===== config.mk =====
export PLATFORM = sky130hd
export DESIGN_NAME = ulpi_pck_scheduler_flat
export DESIGN_NICKNAME = d
export VERILOG_FILES = /design/src/rtl/ulpi_pck_scheduler_if.sv /design/src/rtl/ulpi_pck_scheduler.sv /design/src/flat_wrapper.sv
export SDC_FILE = /design/constraint.sdc
export NUM_CORES = 1
export LEC_CHECK = 0
export CORE_ASPECT_RATIO = 0.6
export CORE_MARGIN = 2
export CORE_UTILIZATION = 45
export DETAILED_ROUTE_END_ITERATION = 10
export GPL_TIMING_DRIVEN = 0
export PLACE_DENSITY_LB_ADDON = 0.15
export SLEW_MARGIN = 20
export SYNTH_ARGS = -nofsm -noshare
export SYNTH_HDL_FRONTEND = slang
export SYNTH_SLANG_ARGS = --single-unit

===== constraint.sdc =====
create_clock -name clk -period 5 [get_ports clk]
set_clock_uncertainty 0.1 [all_clocks]
set_input_delay 0.5 -clock clk [delete_from_list [all_inputs] [get_ports clk]]
set_output_delay 0.5 -clock clk [all_outputs]
set_load 0.02 [all_outputs]

===== src/rtl/ulpi_pck_scheduler_if.sv =====
// FIFO read sides and framed byte stream of the ULPI receive-path scheduler.
interface ulpi_pck_scheduler_if;
    logic        info_empty;
    logic        info_rd_en;
    logic [15:0] info_data;
    logic        data_empty;
    logic        data_rd_en;
    logic [7:0]  data_data;
    logic [7:0]  out_data;
    logic        out_valid;
    logic        out_ready;

    // Scheduler side: sole reader of both FIFOs, source of the framed stream.
    modport master (
        input  info_empty, info_data, data_empty, data_data, out_ready,
        output info_rd_en, data_rd_en, out_data, out_valid
    );

    // Environment side: the two FIFOs and the downstream serial transmitter.
    modport slave (
        output info_empty, info_data, data_empty, data_data, out_ready,
        input  info_rd_en, data_rd_en, out_data, out_valid
    );
endinterface


===== src/rtl/ulpi_pck_scheduler.sv =====
// Drains the packet-info and data FIFOs and emits one framed byte stream per
// packet: sync, info hi, info lo, payload, trailer (OK or timeout ERR).
module ulpi_pck_scheduler #(
    parameter logic [7:0]  SYNC_BYTE = 8'hA5,
    parameter logic [7:0]  TRAIL_OK  = 8'h5A,
    parameter logic [7:0]  TRAIL_ERR = 8'hEE,
    parameter int unsigned TIMEOUT   = 1024
) (
    input  logic                  clk,
    input  logic                  rst,
    input  logic                  en,
    ulpi_pck_scheduler_if.master  bus,
    output logic                  busy,
    output logic                  err_timeout,
    output logic [15:0]           pck_count
);
    localparam int unsigned CNT_W = 10;
    localparam int unsigned TMO_W = 16;
    localparam int unsigned PCK_W = 16;
    localparam logic [TMO_W-1:0] TMO_LAST = TMO_W'(TIMEOUT - 1);

    typedef enum logic [3:0] {
        IDLE,
        INFO_WAIT,
        HDR0,
        HDR1,
        HDR2,
        DATA_RD,
        DATA_WAIT,
        DATA_OUT,
        TRAIL
    } state_t;

    state_t             state, state_n;
    logic [15:0]        info_r, info_n;
    logic [CNT_W-1:0]   remaining, remaining_n;
    logic [TMO_W-1:0]   tmo_cnt, tmo_n;
    logic               err_flag, err_flag_n;
    logic [7:0]         out_data_r, out_data_n;
    logic               out_valid_r, out_valid_n;
    logic               err_timeout_n;
    logic [PCK_W-1:0]   pck_count_n;
    logic               busy_n;
    logic               info_rd_en_c, data_rd_en_c;
    logic               xfer_c;

    // A byte leaves when the registered valid meets downstream ready.
    assign xfer_c = out_valid_r && bus.out_ready;

    // Read strobes are issued in the same cycle the empty flag is seen low,
    // so read data lands exactly one cycle later in the *_WAIT states.
    assign bus.info_rd_en = info_rd_en_c && rst;
    assign bus.data_rd_en = data_rd_en_c && rst;
    assign bus.out_data   = out_data_r;
    assign bus.out_valid  = out_valid_r;

    // Next-state and next-register values for the framing sequence.
    always_comb begin
        state_n       = state;
        info_n        = info_r;
        remaining_n   = remaining;
        tmo_n         = tmo_cnt;
        err_flag_n    = err_flag;
        out_data_n    = out_data_r;
        out_valid_n   = out_valid_r;
        err_timeout_n = err_timeout;
        pck_count_n   = pck_count;
        info_rd_en_c  = 1'b0;
        data_rd_en_c  = 1'b0;

        case (state)
            IDLE: begin
                if (en && !bus.info_empty) begin
                    info_rd_en_c = 1'b1;
                    state_n      = INFO_WAIT;
                end
            end
            INFO_WAIT: begin
                info_n      = bus.info_data;
                remaining_n = bus.info_data[CNT_W-1:0];
                out_data_n  = SYNC_BYTE;
                out_valid_n = 1'b1;
                state_n     = HDR0;
            end
            HDR0: begin
                if (xfer_c) begin
                    out_data_n = info_r[15:8];
                    state_n    = HDR1;
                end
            end
            HDR1: begin
                if (xfer_c) begin
                    out_data_n = info_r[7:0];
                    state_n    = HDR2;
                end
            end
            HDR2: begin
                if (xfer_c) begin
                    if (remaining == '0) begin
                        out_data_n = err_flag ? TRAIL_ERR : TRAIL_OK;
                        state_n    = TRAIL;
                    end else begin
                        out_valid_n = 1'b0;
                        state_n     = DATA_RD;
                    end
                end
            end
            DATA_RD: begin
                if (!bus.data_empty) begin
                    data_rd_en_c = 1'b1;
                    tmo_n        = '0;
                    state_n      = DATA_WAIT;
                end else if (tmo_cnt == TMO_LAST) begin
                    // Abort: owed bytes stay in the FIFO, host resyncs on sync byte.
                    tmo_n         = '0;
                    err_flag_n    = 1'b1;
                    err_timeout_n = 1'b1;
                    out_data_n    = TRAIL_ERR;
                    out_valid_n   = 1'b1;
                    state_n       = TRAIL;
                end else begin
                    tmo_n = tmo_cnt + TMO_W'(1);
                end
            end
            DATA_WAIT: begin
                out_data_n  = bus.data_data;
                out_valid_n = 1'b1;
                state_n     = DATA_OUT;
            end
            DATA_OUT: begin
                if (xfer_c) begin
                    remaining_n = remaining - CNT_W'(1);
                    if (remaining == CNT_W'(1)) begin
                        out_data_n = err_flag ? TRAIL_ERR : TRAIL_OK;
                        state_n    = TRAIL;
                    end else begin
                        out_valid_n = 1'b0;
                        state_n     = DATA_RD;
                    end
                end
            end
            TRAIL: begin
                if (xfer_c) begin
                    pck_count_n = pck_count + PCK_W'(1);
                    err_flag_n  = 1'b0;
                    out_valid_n = 1'b0;
                    state_n     = IDLE;
                end
            end
            default: begin
                out_valid_n = 1'b0;
                state_n     = IDLE;
            end
        endcase

        busy_n = (state_n != IDLE);
    end

    // State and registered outputs, synchronous active-low reset.
    always_ff @(posedge clk) begin
        if (!rst) begin
            state       <= IDLE;
            info_r      <= '0;
            remaining   <= '0;
            tmo_cnt     <= '0;
            err_flag    <= 1'b0;
            out_data_r  <= '0;
            out_valid_r <= 1'b0;
            err_timeout <= 1'b0;
            pck_count   <= '0;
            busy        <= 1'b0;
        end else begin
            state       <= state_n;
            info_r      <= info_n;
            remaining   <= remaining_n;
            tmo_cnt     <= tmo_n;
            err_flag    <= err_flag_n;
            out_data_r  <= out_data_n;
            out_valid_r <= out_valid_n;
            err_timeout <= err_timeout_n;
            pck_count   <= pck_count_n;
            busy        <= busy_n;
        end
    end
endmodule

===== src/flat_wrapper.sv =====
// flat-port wrapper written by rule: the top's interface ports become plain ports
module ulpi_pck_scheduler_flat 
#(
    parameter logic [7:0]  SYNC_BYTE = 8'hA5,
    parameter logic [7:0]  TRAIL_OK  = 8'h5A,
    parameter logic [7:0]  TRAIL_ERR = 8'hEE,
    parameter int unsigned TIMEOUT   = 1024
)
  (clk, rst, en, busy, err_timeout, pck_count, bus_info_empty, bus_info_data, bus_data_empty, bus_data_data, bus_out_ready, bus_info_rd_en, bus_data_rd_en, bus_out_data, bus_out_valid);
  ulpi_pck_scheduler_if bus_i ();
  input  logic clk;
  input  logic rst;
  input  logic en;
  output logic busy;
  output logic err_timeout;
  output logic [15:0] pck_count;
  input wire logic [$bits(bus_i.info_empty)-1:0] bus_info_empty;
  input wire logic [$bits(bus_i.info_data)-1:0] bus_info_data;
  input wire logic [$bits(bus_i.data_empty)-1:0] bus_data_empty;
  input wire logic [$bits(bus_i.data_data)-1:0] bus_data_data;
  input wire logic [$bits(bus_i.out_ready)-1:0] bus_out_ready;
  output wire logic [$bits(bus_i.info_rd_en)-1:0] bus_info_rd_en;
  output wire logic [$bits(bus_i.data_rd_en)-1:0] bus_data_rd_en;
  output wire logic [$bits(bus_i.out_data)-1:0] bus_out_data;
  output wire logic [$bits(bus_i.out_valid)-1:0] bus_out_valid;
  assign bus_i.info_empty = bus_info_empty;
  assign bus_i.info_data = bus_info_data;
  assign bus_i.data_empty = bus_data_empty;
  assign bus_i.data_data = bus_data_data;
  assign bus_i.out_ready = bus_out_ready;
  assign bus_info_rd_en = bus_i.info_rd_en;
  assign bus_data_rd_en = bus_i.data_rd_en;
  assign bus_out_data = bus_i.out_data;
  assign bus_out_valid = bus_i.out_valid;
  ulpi_pck_scheduler #(.SYNC_BYTE(SYNC_BYTE), .TRAIL_OK(TRAIL_OK), .TRAIL_ERR(TRAIL_ERR), .TIMEOUT(TIMEOUT)) u_core (.clk(clk), .rst(rst), .en(en), .bus(bus_i), .busy(busy), .err_timeout(err_timeout), .pck_count(pck_count));
endmodule

==> PnR_summary.wiki, run 1 <==
{| class="wikitable"
! Metric !! Value
|-
| Status || complete, no violations
|-
| Mapped Area || just under 0.004 mm2
|-
| Die height || between 70 and 80 um
|-
| Total area of multi-input combinational cells || roughly 0.0022 mm2
|-
| Rel. slew slack || 0.3462
|-
| Number of failing hold endpoints at the final stage || 0
|-
| Main flop type after synthesis || dfxtp_1
|-
| Required time of the critical path || 4.40 ns
|-
| Post-cts resize count || 0
|-
| Core ar. || ~0.0085 mm2
|-
| Final global-route overflow total || 0
|-
| IR drop worst, VDD || 0.1589 mV
|-
| Unique masters post-synth || 62
|-
| Post-Syn Instances || slightly below 500
|-
| Average wire per standard cell || 16.91 um
|-
| Most used standard cell by instance count after synthesis || nand2_1
|-
| PwrDens || 301.3 mW/mm2
|-
| Dpl hpwl || about 8300 um
|-
| Total number of vias || about 3,900
|-
| Clock-pin slew reported for the worst setup and hold paths after clock tree synthesis || around 0.060 ns
|-
| CTS tree || built
|-
| Maximum capacitance violations || 0
|-
| Number of design-rule violations left by the first detailed-router iteration || roughly 370
|-
| Utilization of the core after routing || 0.5851
|-
| Total of fill cells in the finished design || about 800
|-
| Worst-path maximum fanout || 10
|-
| Aggregate routed wire length || roughly 12,000 um
|-
| Initial core utilization || 0.4593
|-
| Count of pins over their slew limit || 0
|-
| TritonCTS Sinks || 74
|-
| Number of warnings reported in the yosys synthesis log || 0
|-
| Setup_tns || 0 ns
|-
| Proportion of synthesized chip area in sequential cells || 0.3813
|-
| Sequential cell area || 0.001481 mm2
|-
| Total routing usage reported by global routing || 0.2545
|-
| Maximum level of the CTS H-tree || 3
|-
| # IOs || between 50 and 60
|-
| Diode count || 0
|-
| Source-to-sink clock delay at the later pin of the worst-skew pair || ~0.34 ns
|-
| Longest Clk Path Bufs || 2
|-
| Net Count, Synth || 530
|-
| Synth-to-Final Area Change || 27.38%
|-
| Total CTS buffers || 9
|-
| Hold buffer count at cts || 0
|-
| Post-synthesis cell type with the largest combined area || dfxtp_1
|-
| Slew at the pin with the worst max-slew slack || ~0.97 ns
|-
| Fraction of final layout cells sized beyond drive strength 1 || 0.05800
|-
| Leakage power total || roughly 0.0016 uW
|-
| Shortest period the worst path allows || 3.097 ns
|-
| Synth cell count leaders || 77 x nand2_1, 74 x dfxtp_1, 51 x a21oi_1
|-
| Synth top area share || 0.3813
|-
| Critical path launch point type || flop
|-
| Worst reg-to-reg path cell count || 8
|-
| Kind of end point of the critical path || output pin
|-
| Via count of the first global-routing pass || 3,716
|-
| Hold depth || 2
|-
| Worst min path class || flop to flop
|-
| Horizontal die dimension || around 120 um
|-
| Maximum number of pins on one net before global-route repair || 14
|-
| Share of synthesized flip-flops with an asynchronous set or reset || 0
|-
| Endpoint arrival time on the critical path || 2.50 ns
|-
| Average cell area after synthesis || 7.848 um2
|-
| Final setup violation count || 0
|-
| Final Wtd Congestion || approximately 0.9
|-
| DIE AREA || ~0.0094 mm2
|-
| RSZ-0062 raised after global routing || no
|-
| Top cells by area, synth || dfxtp_1 38%, nand2_1 7.4%, a21oi_1 6.6%, nor2_1 4.2%, o21ai_0 2.8%
|-
| Number of flops mapped to enable cells by yosys || 0
|-
| Setup repair bufs after CTS || 0
|-
| Number of nets still failing antenna checks after routing || 0
|-
| Synthesized flop and latch total || 74
|-
| Final clock period utilization by the worst path || 0.6194
|-
| Drt via density || 5.781
|-
| Antenna violations before repair || 0
|-
| First-pass iteration count of the detailed router || 5
|-
| First-pass GRT wire length || approximately 19,000 um
|-
| Maximum clock frequency || ~320 MHz
|-
| Number of remaining DRC errors || 0
|-
| Number of core rows || 26
|-
| Clk root buf || clkbuf_16
|-
| Category of the critical setup timing path || flop to output pin
|-
| Nets || roughly 600
|-
| Buffers added on ports || 58
|}
-- state kept, by name, indices dropped and copies added (netlist names) --
signal,cells
u_core.err_timeout,1
u_core.bus.out_valid,1
u_core.remaining,10
u_core.busy,1
u_core.info_r,16
u_core.bus.out_data,8
u_core.state,4
u_core.tmo_cnt,16
u_core.err_flag,1
u_core.pck_count,16
-- critical path: stages (launching register included) --
cell and delay (ns):
dfxtp_1 0.40, clkbuf_1 0.39, buf_1 0.45, nor2_1 0.13, nand4b_1 0.17, nor2_1 0.05, clkdlybuf4s50_1 0.56
-- layout by cell type (no fill, tap or decap), types with 4 or more instances in the layout --
cell / count
nand2_1: 77
dfxtp_1: 74
clkdlybuf4s50_1: 58
a21oi_1: 51
nor2_1: 43
clkbuf_1: 26
o21ai_0: 22
nor3_1: 16
nand3_1: 16
inv_1: 12
or3_1: 12
mux2i_1: 10
nand4_1: 9
clkbuf_16: 9
a22oi_1: 8
nor2b_1: 7
a311oi_1: 7
xnor2_1: 7
nand2b_1: 6
nor4_1: 6
o31ai_1: 5
ha_1: 5
a31oi_1: 4
or3b_2: 4
a22o_1: 4
-- through the flow --
step	setup WS (ns)	instances	cell area (um2)	power, uW	hold WS [ns]
final	1.903	681	4949	1491	0.3565
after CTS	1.895	681	4949	1500	0.3581
after global placement	1.908	665	4606	750.8	0.3417
after floorplan	2.583	495	3885	695.2	0.3338
after global routing	1.749	681	4949	1545	0.3722
after detailed placement	1.900	665	4606	753.5	0.3503
-- per-layer routing --
layer	share of wire	track usage	vias to the layer above
met2	0.41	0.3396	148
met1	0.51	0.3908	1842
li1	-	-	1937
met5	0	0	-
met4	0.0068	0.06854	0
met3	0.081	0.07784	10
-- path summary, 6_finish.rpt --
kind | slack (ns) | from | endpoint
hold reg to reg | 0.36 | u_core.info_r[13] | u_core.info_r[13]
setup / recovery | 1.90 | u_core.state[2] | bus_info_rd_en
setup reg to reg | 2.26 | u_core.tmo_cnt[0] | u_core.tmo_cnt[12]
hold / removal | 0.36 | u_core.info_r[13] | u_core.info_r[13]
-- cells by family after synthesis --
family          after synthesis  synth area share
simple gates                223            0.2921
compound gates              126            0.2084
flops                        74            0.3813
buf+inv                      44           0.04509
mux                          13           0.03446
xor+xnor                     10           0.02255
fa+ha+maj                     5           0.01610
-- where the power goes --
group          switching, uW  internal, uW
clock network            260           487
registers               9.83           602
logic                   73.7          57.8
-- cell type report --
cell class / count / area share
timing repair buffer: 58 / 0.1173
buffer: 31 / 0.02554
inverter: 13 / 0.009861
multi-input combinational: 377 / 0.4503
tap: 112 / 0.02832
clock inverter: 7 / 0.02377
sequential: 74 / 0.2994
clock buffer: 9 / 0.04551
Power figures use the tool's default switching activity.
==> inputs of run 2 (changes only) <==
==> constraint.sdc (replaced) <==
create_clock -name clk -period 2.68 [get_ports clk]
set_clock_uncertainty 0.1 [all_clocks]
set_input_delay 0.268 -clock clk [delete_from_list [all_inputs] [get_ports clk]]
set_output_delay 0.268 -clock clk [all_outputs]
set_load 0.02 [all_outputs]
==> run 2 against run 1 <==
  * Worst setup slack lost 1.8 ns
  * Final area increased by 1.3%
  * Sequential share of layout area shrank 0.29 points
  * Non-clock buffer count is 2 higher
  * Sequential power up 86%
  * Wire length grew 1.0%
  * Clock-buffer cell count is the same
  * Core utilization increased by 0.77 points
  * Largest power group unchanged
  * Highest routed layer unchanged
==> PnR_summary.wiki, run 2 (synthesis results as in run 1) <==
{| class="wikitable"
! Metric !! Value
|-
| Status || complete, no violations
|-
| Min-delay src || u_core.info_r[13]
|-
| Number of nets still failing antenna checks after routing || 0 (unchanged)
|-
| Total power of the final layout || 2787 uW (+87%)
|-
| Number of remaining DRC errors || 0 (unchanged)
|-
| Maximum clock frequency || between 300 and 400 MHz
|-
| Number of design-rule violations left by the first detailed-router iteration || 364 (-1.1%)
|-
| Clock-pin slew reported for the worst setup and hold paths after clock tree synthesis || 0.06 ns (about the same)
|-
| Endpoint arrival time on the critical path || 2.76 ns (+0.26 ns)
|-
| Final Wtd Congestion || 0.9010 (unchanged)
|-
| Number of core rows || 26 (unchanged)
|-
| Sw Pwr || 647.1 uW (+88%)
|-
| Dpl hpwl || 8295 um (unchanged)
|-
| IR drop worst, VDD || 0.3009 mV (+89%)
|-
| Total routing usage reported by global routing || 0.2548 (+0.0003144)
|-
| # IOs || 59 (unchanged)
|-
| Clock network fraction of total power || 0.502 (about the same)
|-
| Maximum level of the CTS H-tree || 3 (unchanged)
|-
| Core ar. || 0.008458 mm2 (unchanged)
|-
| Critical path launch point type || flop
|-
| Switching power as a share of total power || 0.2322 (+0.001479)
|-
| Leakage power total || 0.001708 uW (+3.6%)
|-
| Pint || 2140 uW (+87%)
|-
| PwrDens || 555.8 mW/mm2 (+84%)
|-
| Antenna violations before repair || 0 (unchanged)
|-
| Hold buffer count at cts || 0 (unchanged)
|-
| Sequential cell fraction of total power || 0.409 (about the same)
|-
| Internal reg-to-reg setup slack || 0.1 ns (-2.16 ns)
|-
| First-pass iteration count of the detailed router || 5 (unchanged)
|-
| Final global-route overflow total || 0 (unchanged)
|-
| Worst-case hold path end point || u_core.info_r[13]
|-
| Drt via density || 5.804 (+0.39%)
|-
| Via count of the first global-routing pass || 3,722 (+0.16%)
|-
| Buffers added on ports || 58 (unchanged)
|-
| Largest stage delay on the critical path || 0.47 ns (-0.09 ns)
|-
| Initial core utilization || 0.4593 (unchanged)
|-
| Setup WS pre-CTS || -0.1879 ns (-2.088 ns)
|-
| Category of the critical setup timing path || flop to flop
|-
| Utilization of the core after routing || 0.5928 (+0.007692)
|-
| Cell at the slowest stage of the critical path || dfxtp_1
|-
| Longest Clk Path Bufs || 2 (unchanged)
|-
| Shortest period the worst path allows || between 2 and 3 ns
|-
| Final setup violation count || 0 (unchanged)
|-
| Worst path top cell family by delay || buffers and inverters
|-
| Count of pins over their slew limit || 0 (unchanged)
|-
| Nets || 601 (+0.33%)
|-
| Endpoint of the worst-slack reg-to-reg timing path || u_core.bus.out_data[1]
|-
| Crit path top cell by count || clkbuf_1
|-
| Hold depth || 2 (unchanged)
|-
| Worst reg-to-reg path cell count || 7 (-1)
|-
| Horizontal die dimension || 124.0 um (unchanged)
|-
| Leading cell type in the layout, fill and taps excluded || nand2_1
|-
| Maximum number of pins on one net before global-route repair || 14 (unchanged)
|-
| Die height || 75.97 um (unchanged)
|-
| Average wire per standard cell || 17.03 um (+0.73%)
|-
| Min setup slack post-route || 0.09600 ns (-1.807 ns)
|-
| Source-to-sink clock delay at the later pin of the worst-skew pair || 0.34 ns (about the same)
|-
| Commonest cells after routing, fill and taps aside || 77 x nand2_1, 72 x dfxtp_1, 56 x clkdlybuf4s50_1, 50 x a21oi_1, 42 x nor2_1
|-
| Diode count || 0 (unchanged)
|-
| Top Registers || u_core.info_r (16), u_core.pck_count (16), u_core.tmo_cnt (16)
|-
| CTS tree || built
|-
| Total number of vias || 3,964 (+0.69%)
|-
| Total CTS buffers || 9 (unchanged)
|-
| DIE AREA || 0.009417 mm2 (unchanged)
|-
| Slew at the pin with the worst max-slew slack || 1.025 ns (+0.05710 ns)
|-
| Rel. slew slack || 0.3076 (-0.03859)
|-
| Final clock period utilization by the worst path || 0.9642
|-
| Synth-to-Final Area Change || 29.05%
|-
| Worst min path class || flop to flop
|-
| First-pass GRT wire length || 18,630 um (+0.19%)
|-
| CP Cell Sequence || clkbuf_1 > clkbuf_1 > nor3b_1 > a22oi_1 > o21ai_0 > nand2_1 > mux2i_1
|-
| FF-to-FF Start || u_core.state[1]
|-
| Final Cell Area || 0.005014 mm2 (+1.3%)
|-
| Cell area after placement || 0.004606 mm2 (unchanged)
|-
| Count of non-filler cells in the finished layout || 683 (+0.29%)
|-
| Worst-path maximum fanout || 10 (unchanged)
|-
| Number of failing hold endpoints at the final stage || 0 (unchanged)
|-
| Logic pwr share || 0.089 (about the same)
|-
| Aggregate routed wire length || 11,630 um (+1.0%)
|-
| TritonCTS Sinks || 74 (unchanged)
|-
| Sum of buffers and inverters on the critical path || 2 (-1)
|-
| Clk root buf || clkbuf_16
|-
| Required time of the critical path || 2.85 ns (-1.55 ns)
|-
| Maximum capacitance violations || 0 (unchanged)
|-
| RSZ-0062 raised after global routing || yes
|-
| Number of placed instances with taps included || 665 (unchanged)
|-
| Fraction of final layout cells sized beyond drive strength 1 || 0.08231 (+0.02432)
|-
| Kind of end point of the critical path || flop
|}
[run 2: cell count changes in the layout (fill, tap and decap cells not counted), moves of 2 or more]
cell	delta
dfxtp_1	-2
dlymetal6s2s_1	+2
nor2b_1	-2
nor2b_2	+2
clkbuf_1	-3
clkdlybuf4s50_1	-2
buf_4	+2
clkbuf_2	+2
[run 2: repair_timing]
item,4_1_cts,5_1_grt
resized for setup,6,13
gates cloned,0,0
buffers inserted,0,2
setup endpoints to repair,7,32
pin swaps,0,1
[run 2: per-stage QoR]
step | setup TNS [ns] | hold slack [ns]
finish | 0 | 0.3561
detailed placement | -1.308 | 0.3503
global route | -0.01431 | 0.3722
global placement | -0.9104 | 0.3417
floorplan | 0 | 0.3040
CTS | 0 | 0.3581
[run 2: worst max path at each step]
stage | start | to | slack (ns) | cells after the start
2_1_floorplan | u_core.tmo_cnt[0] | u_core.tmo_cnt[12] | 0.26 | 8
3_3_place_gp | bus_out_ready | u_core.remaining[8] | -0.17 | 7
3_5_place_dp | bus_out_ready | u_core.remaining[8] | -0.19 | 7
4_1_cts | u_core.tmo_cnt[0] | u_core.tmo_cnt[12] | 0.003 | 8
5_1_grt | u_core.state[1] | u_core.busy | -0.01 | 7
6_report | u_core.state[1] | u_core.bus.out_data[1] | 0.1 | 7
[run 2: power groups by stage]
stage | Combinational (uW) | Sequential (uW) | Clock, uW
5_1_grt | 270 | 1140 | 1470
2_1_floorplan | 130 | 1170 | 0
3_3_place_gp | 237 | 1160 | 0
6_report | 248 | 1140 | 1400
4_1_cts | 243 | 1140 | 1420
3_5_place_dp | 241 | 1160 | 0
[run 2: tightest hold or removal path: cells and delay by family, from the launching register on]
kind	cells	cell delay [ns]
AND/OR/NAND/NOR	1	0.05
flip-flops	1	0.31
AO/OA/AOI/OAI	1	0.05
[run 2: layout make-up]
cell class | instances | area [um2]
clock buffers | 9 | 225.2
repair buffers | 60 | 600.6
flip-flops and latches | 74 | 1486
plain buffers | 31 | 133.9
clock inverters | 7 | 117.6
well taps | 112 | 140.1
inverters | 13 | 48.80
multi-input cells | 377 | 2261
fillers | 809 | 3445
[run 2: layer usage]
layer	up-vias	routed length [um]	global-route usage
met2	147	4669	0.3401
li1	1936	-	-
met5	-	0	0
met4	0	116	0.06742
met3	16	979	0.07560
met1	1865	5867	0.3932
==> inputs of run 3 (changes only) <==
--- a/config.mk
+++ b/config.mk
@@ -6,7 +6,6 @@
 export NUM_CORES = 1
 export LEC_CHECK = 0
 export CORE_ASPECT_RATIO = 0.6
-export CORE_MARGIN = 2
 export CORE_UTILIZATION = 45
 export DETAILED_ROUTE_END_ITERATION = 10
 export GPL_TIMING_DRIVEN = 0
==> run 3 against run 2 <==
  * Clock power shrank 6%
  * Power down 3.3%
  * Core utilization up 2.0 points
  * Highest routed layer unchanged
  * Final cell count shrank 0.88%
  * Fmax fell by 0.23%
  * Final area shrank 0.97%
  * Combinational power down 2%
  * First-iteration DRC count is 2.5% higher
  * Worst setup slack got worse by 0.0059 ns
  * Sequential power about the same
  * Clock-buffer cell count up 4
  * Register-to-register slack better by 0.03 ns
==> PnR_summary.wiki, run 3 (synthesis results as in run 1) <==
{| class="wikitable"
! Metric !! Value
|-
| Status || complete, no violations
|-
| Top Registers || u_core.info_r (16), u_core.pck_count (16), u_core.tmo_cnt (16)
|-
| Sw Pwr || 602.2 uW (-6.9%)
|-
| Diode count || 0 (unchanged)
|-
| Buffers added on ports || 58 (unchanged)
|-
| Horizontal die dimension || 122.0 um (-1.6%)
|-
| DIE AREA || 0.009021 mm2 (-4.2%)
|-
| Required time of the critical path || 2.31 ns (-0.54 ns)
|-
| Rel. slew slack || 0.3966 (+0.08893)
|-
| Via count of the first global-routing pass || 3,451 (-7.3%)
|-
| Worst-path maximum fanout || 10 (unchanged)
|-
| Sequential cell fraction of total power || 0.424 (+0.015)
|-
| Total CTS buffers || 9 (unchanged)
|-
| CP Cell Sequence || clkbuf_2 > buf_2 > nor2_1 > nand4b_1 > nor2_1 > clkdlybuf4s50_1
|-
| RSZ-0062 raised after global routing || no
|-
| Number of nets still failing antenna checks after routing || 0 (unchanged)
|-
| TritonCTS Sinks || 74 (unchanged)
|-
| Source-to-sink clock delay at the later pin of the worst-skew pair || 0.34 ns (about the same)
|-
| Slew at the pin with the worst max-slew slack || 0.8930 ns (-0.1316 ns)
|-
| CTS tree || built
|-
| Average wire per standard cell || 16.50 um (-3.1%)
|-
| Depth of the critical timing path with buffers and inverters included || 6 (-1)
|-
| FF-to-FF Start || u_core.tmo_cnt[0]
|-
| Total of fill cells in the finished design || 709 (-12%)
|-
| Number of remaining DRC errors || 0 (unchanged)
|-
| Final setup violation count || 0 (unchanged)
|-
| Crit path top cell by count || nor2_1
|-
| First-pass GRT wire length || 17,750 um (-4.7%)
|-
| Clock network fraction of total power || 0.485 (-0.017)
|-
| Number of placed instances with taps included || 661 (-0.60%)
|-
| Leakage power total || 0.001659 uW (-2.9%)
|-
| Initial core utilization || 0.4795 (+0.02022)
|-
| Number of failing hold endpoints at the final stage || 0 (unchanged)
|-
| Number of design-rule violations left by the first detailed-router iteration || 373 (+2.5%)
|-
| Shortest period the worst path allows || 2.590 ns (+0.005937 ns)
|-
| Count of pins over their slew limit || 0 (unchanged)
|-
| Worst min path class || flop to flop
|-
| Pint || 2093 uW (-2.2%)
|-
| Endpoint of the worst-slack reg-to-reg timing path || u_core.tmo_cnt[1]
|-
| Core ar. || 0.008102 mm2 (-4.2%)
|-
| Maximum number of pins on one net before global-route repair || 12 (-2)
|-
| Number of core rows || 25 (-3.8%)
|-
| Longest Clk Path Bufs || 2 (unchanged)
|-
| Critical path launch point type || flop
|-
| Worst reg-to-reg path cell count || 8 (+1)
|-
| Worst-case hold path end point || u_core.info_r[15]
|-
| Min-delay src || u_core.info_r[15]
|-
| Nets || 600 (-0.17%)
|-
| Dpl hpwl || 8061 um (-2.8%)
|-
| Total number of vias || 3,973 (+0.23%)
|-
| Setup_tns || 0 ns (unchanged)
|-
| Antenna violations before repair || 0 (unchanged)
|-
| First-pass iteration count of the detailed router || 7 (+2)
|-
| Total power of the final layout || 2695 uW (-3.3%)
|-
| Final global-route overflow total || 0 (unchanged)
|-
| Count of non-filler cells in the finished layout || 677 (-0.88%)
|-
| Category of the critical setup timing path || flop to output pin
|-
| Final Wtd Congestion || 0.9057 (+0.52%)
|-
| Aggregate routed wire length || 11,170 um (-4.0%)
|-
| Hold depth || 2 (unchanged)
|-
| Clock-pin slew reported for the worst setup and hold paths after clock tree synthesis || 0.06 ns (about the same)
|-
| Hold buffer count at cts || 0 (unchanged)
|-
| Logic pwr share || 0.090 (about the same)
|-
| Kind of end point of the critical path || output pin
|-
| Utilization of the core after routing || 0.6128 (+0.02007)
|-
| Die height || 73.97 um (-2.6%)
|-
| Sum of buffers and inverters on the critical path || 3 (+1)
|-
| Switching power as a share of total power || 0.2234 (-0.008780)
|-
| Drt via density || 5.869 (+1.1%)
|-
| IR drop worst, VDD || 0.3263 mV (+8.4%)
|-
| Leading cell type in the layout, fill and taps excluded || nand2_1
|-
| # IOs || 59 (unchanged)
|-
| Maximum level of the CTS H-tree || 3 (unchanged)
|-
| Cell at the slowest stage of the critical path || clkdlybuf4s50_1
|-
| Commonest cells after routing, fill and taps aside || 77 x nand2_1, 72 x dfxtp_1, 58 x clkdlybuf4s50_1, 51 x a21oi_1, 42 x nor2_1
|-
| Maximum clock frequency || 386.1 MHz (-0.23%)
|-
| Synth-to-Final Area Change || 27.79%
|-
| Total routing usage reported by global routing || 0.2580 (+0.003127)
|-
| Internal reg-to-reg setup slack || 0.13 ns (+0.03 ns)
|-
| Maximum capacitance violations || 0 (unchanged)
|-
| Endpoint arrival time on the critical path || 2.22 ns (-0.54 ns)
|-
| Largest stage delay on the critical path || 0.61 ns (+0.14 ns)
|-
| Fraction of final layout cells sized beyond drive strength 1 || 0.07557 (-0.006741)
|-
| Worst path top cell family by delay || buffers and inverters
|-
| Final clock period utilization by the worst path || 0.9664 (+0.002215)
|-
| PwrDens || 542.9 mW/mm2 (-2.3%)
|-
| Clk root buf || clkbuf_16
|}
run 3: how the worst max path moves through the flow:
stage / slack, ns / start / endpoint
6_report: 0.09 / u_core.state[2] / bus_info_rd_en
5_1_grt: 0.001 / u_core.state[2] / bus_info_rd_en
3_5_place_dp: -0.14 / bus_out_ready / u_core.remaining[8]
2_1_floorplan: 0.26 / u_core.tmo_cnt[0] / u_core.tmo_cnt[12]
3_3_place_gp: -0.14 / bus_out_ready / u_core.remaining[8]
4_1_cts: 0.007 / u_core.tmo_cnt[1] / u_core.tmo_cnt[1]
run 3: through the flow:
step / hold slack [ns] / cell area [um2] / worst slack (ns)
after floorplan: 0.3040 / 3885 / 0.2628
after global placement: 0.3413 / 4601 / -0.1378
after detailed placement: 0.3488 / 4601 / -0.1419
after CTS: 0.3567 / 4933 / 0.006712
after global routing: 0.3754 / 4965 / 0.001111
final: 0.3543 / 4965 / 0.09007
run 3: worst reg2reg max path, stage by stage (launching register included):
cell	delay [ns]
dfxtp_2	0.39
ha_4	0.18
or4b_1	0.43
or4_4	0.58
nor2b_1	0.15
buf_2	0.17
buf_4	0.19
a22oi_1	0.16
nor2_1	0.06
run 3: timing repair:
action	CTS	global route
endpoints found under the setup margin	5	20
pin swaps	0	1
gates resized for setup	7	10
setup buffers	0	2
run 3: metal layers:
metal  routed length [um]  global-route usage  up-vias
li1                     -                   -     1933
met1                 5777              0.3921     1884
met2                 4424              0.3522      148
met3                  870             0.06979        8
met4                   98             0.06722        0
met5                    0                   0        -
run 3: layout make-up:
type / instances / area (um2) / share of cell area
multi-input combinational: 377 / 2250 / 0.4531
sequential: 74 / 1484 / 0.2989
timing repair buffer: 60 / 595.6 / 0.1200
clock buffer: 13 / 260.3 / 0.05242
tap: 108 / 135.1 / 0.02722
buffer: 30 / 131.4 / 0.02646
clock inverter: 2 / 60.06 / 0.01210
inverter: 13 / 48.80 / 0.009829
run 3: power by group through the flow:
stage | Clock [uW] | Combinational (uW) | Sequential [uW]
after floorplan | 0 | 130 | 1170
after global placement | 0 | 236 | 1160
after detailed placement | 0 | 240 | 1160
after CTS | 1320 | 243 | 1140
after global routing | 1380 | 265 | 1150
final | 1310 | 244 | 1140
==> RTL change, RTL diff (config.mk and constraints of run 2) <==
Compare `tmo_cnt` against `TMO_LAST` with >= in place of ==.
--- a/src/rtl/ulpi_pck_scheduler.sv
+++ b/src/rtl/ulpi_pck_scheduler.sv
@@ -110,7 +110,7 @@
                     data_rd_en_c = 1'b1;
                     tmo_n        = '0;
                     state_n      = DATA_WAIT;
-                end else if (tmo_cnt == TMO_LAST) begin
+                end else if (tmo_cnt >= TMO_LAST) begin
                     // Abort: owed bytes stay in the FIFO, host resyncs on sync byte.
                     tmo_n         = '0;
                     err_flag_n    = 1'b1;
Formal check against the unedited RTL: no difference found for any inputs over 10 cycles, from zero or initial values and one cycle with rst low; that may be too few to reach the edited logic, so the function may still have changed.
==> RTL change against run 2 <==
- setup slack improved by 0.081 ns
- cell area fell by 2.6%
- area after synthesis rose by 0.97%
- combinational power fell by 19%
- sequential cell count did not move
- routed wire length rose by 0.89%
- power fell by 14%
- cell count fell by 4.0%
- largest power group is now sequential cells
==> RTL change: results (changes against run 2) <==
metric,value,unit,change
Slew headroom,0.496,,+0.188
maximum VDD drop,0.317,mV,+5.4%
GP Congestion,0.994,,+10%
status,"finished, final reports clean",,
FF-to-FF End,u_core.tmo_cnt[10],,
Critical R2R Launch,u_core.tmo_cnt[0],,
vias in the first global route,3553,,-4.5%
critical path data arrival time,2.14,ns,-0.62 ns
FMAX,400,MHz,+3.2%
syn_nets,508,,-4.2%
largest net degree at the start of global routing,12,,-2
post_cts resized,4,,-2
NumNets Final,576,,-4.2%
Setup crit start,u_core.state[3],,
Final Hold Slack,0.279,ns,-0.0771 ns
synth unique cells,65,,+4.8%
Hold Startpoint,rst,,
synth top area cells,"dfxtp_1, nand2_1, and2_1",,
Hold Path Sink,u_core.state[2],,
Yosys top cell area share,0.378,,-0.00365
layout cells sized above 1,0.0754,,-0.00694
overall routing resource usage,0.256,,+0.000896
Detailed Place HPWL,8810,microns,+6.2%
static leakage,1.78,nW,+4.4%
HP Class,input pin to flop,,
crit path to,bus_info_rd_en,,
Port Buffers,57,,-1.7%
DR vias/cell,5.86,,+1.0%
sequential area share after synthesis,0.378,,-0.00365
Reg2Reg Depth,6,,-1
global-route wire length before repair,19200,microns,+3.0%
DRT iter0 DRCs,487,,+34%
-- RTL change: changes by cell type in the layout (fill, tap and decap cells not counted), sizes merged, moves of 10 or more --
cell,delta
a21boi,+18
a21oi,-22
and2,+23
nand2,-10
nor2,-17
or3,-11
-- RTL change: metal layers --
| metal | up-vias | routed length (microns) | global-route usage |
|---|---|---|---|
| met5 | - | 0 | 0 |
| li1 | 1841 | - | - |
| met2 | 194 | 4560 | 0.343 |
| met1 | 1794 | 5820 | 0.385 |
| met3 | 17 | 1220 | 0.0927 |
| met4 | 0 | 139 | 0.0584 |
-- RTL change: metrics by stage --
step | cells | instance area [sq um]
final | 656 | 4880
after global routing | 656 | 4880
after CTS | 656 | 4880
after detailed placement | 642 | 4630
after global placement | 642 | 4630
after floorplan | 473 | 3920
-- RTL change: where the power goes --
| part | internal [mW] | switching (mW) |
|---|---|---|
| Clock | 0.614 | 0.448 |
| Combinational | 0.0939 | 0.106 |
| Sequential | 1.12 | 0.0121 |
| Total | 1.82 | 0.566 |
-- RTL change: kinds of logic (layout without fill, tap and decap cells) --
family,count (synthesis),count (layout),share of synthesized area
simple gates,209,209,0.304
compound gates,123,123,0.211
flops,74,74,0.378
buf+inv,41,112,0.0431
xor+xnor,17,17,0.0380
fa+ha+maj,5,5,0.0159
mux,4,4,0.0102
-- RTL change: worst register-to-register path, stage by stage, from the launching register on --
cell	delay, ns
dfxtp_1	0.40
ha_1	0.26
nand4_1	0.16
nor3_1	0.66
nor3_1	0.29
o21a_1	0.28
and2_1	0.16
-- RTL change: cell type report --
class                   count  area (sq um)
clock inverters             3          18.8
repair buffers             57           568
well taps                 112           140
clock buffers              11           233
fillers                   794          3610
inverters                  11          41.3
plain buffers              30           130
flip-flops and latches     74          1480
multi-input cells         358          2270
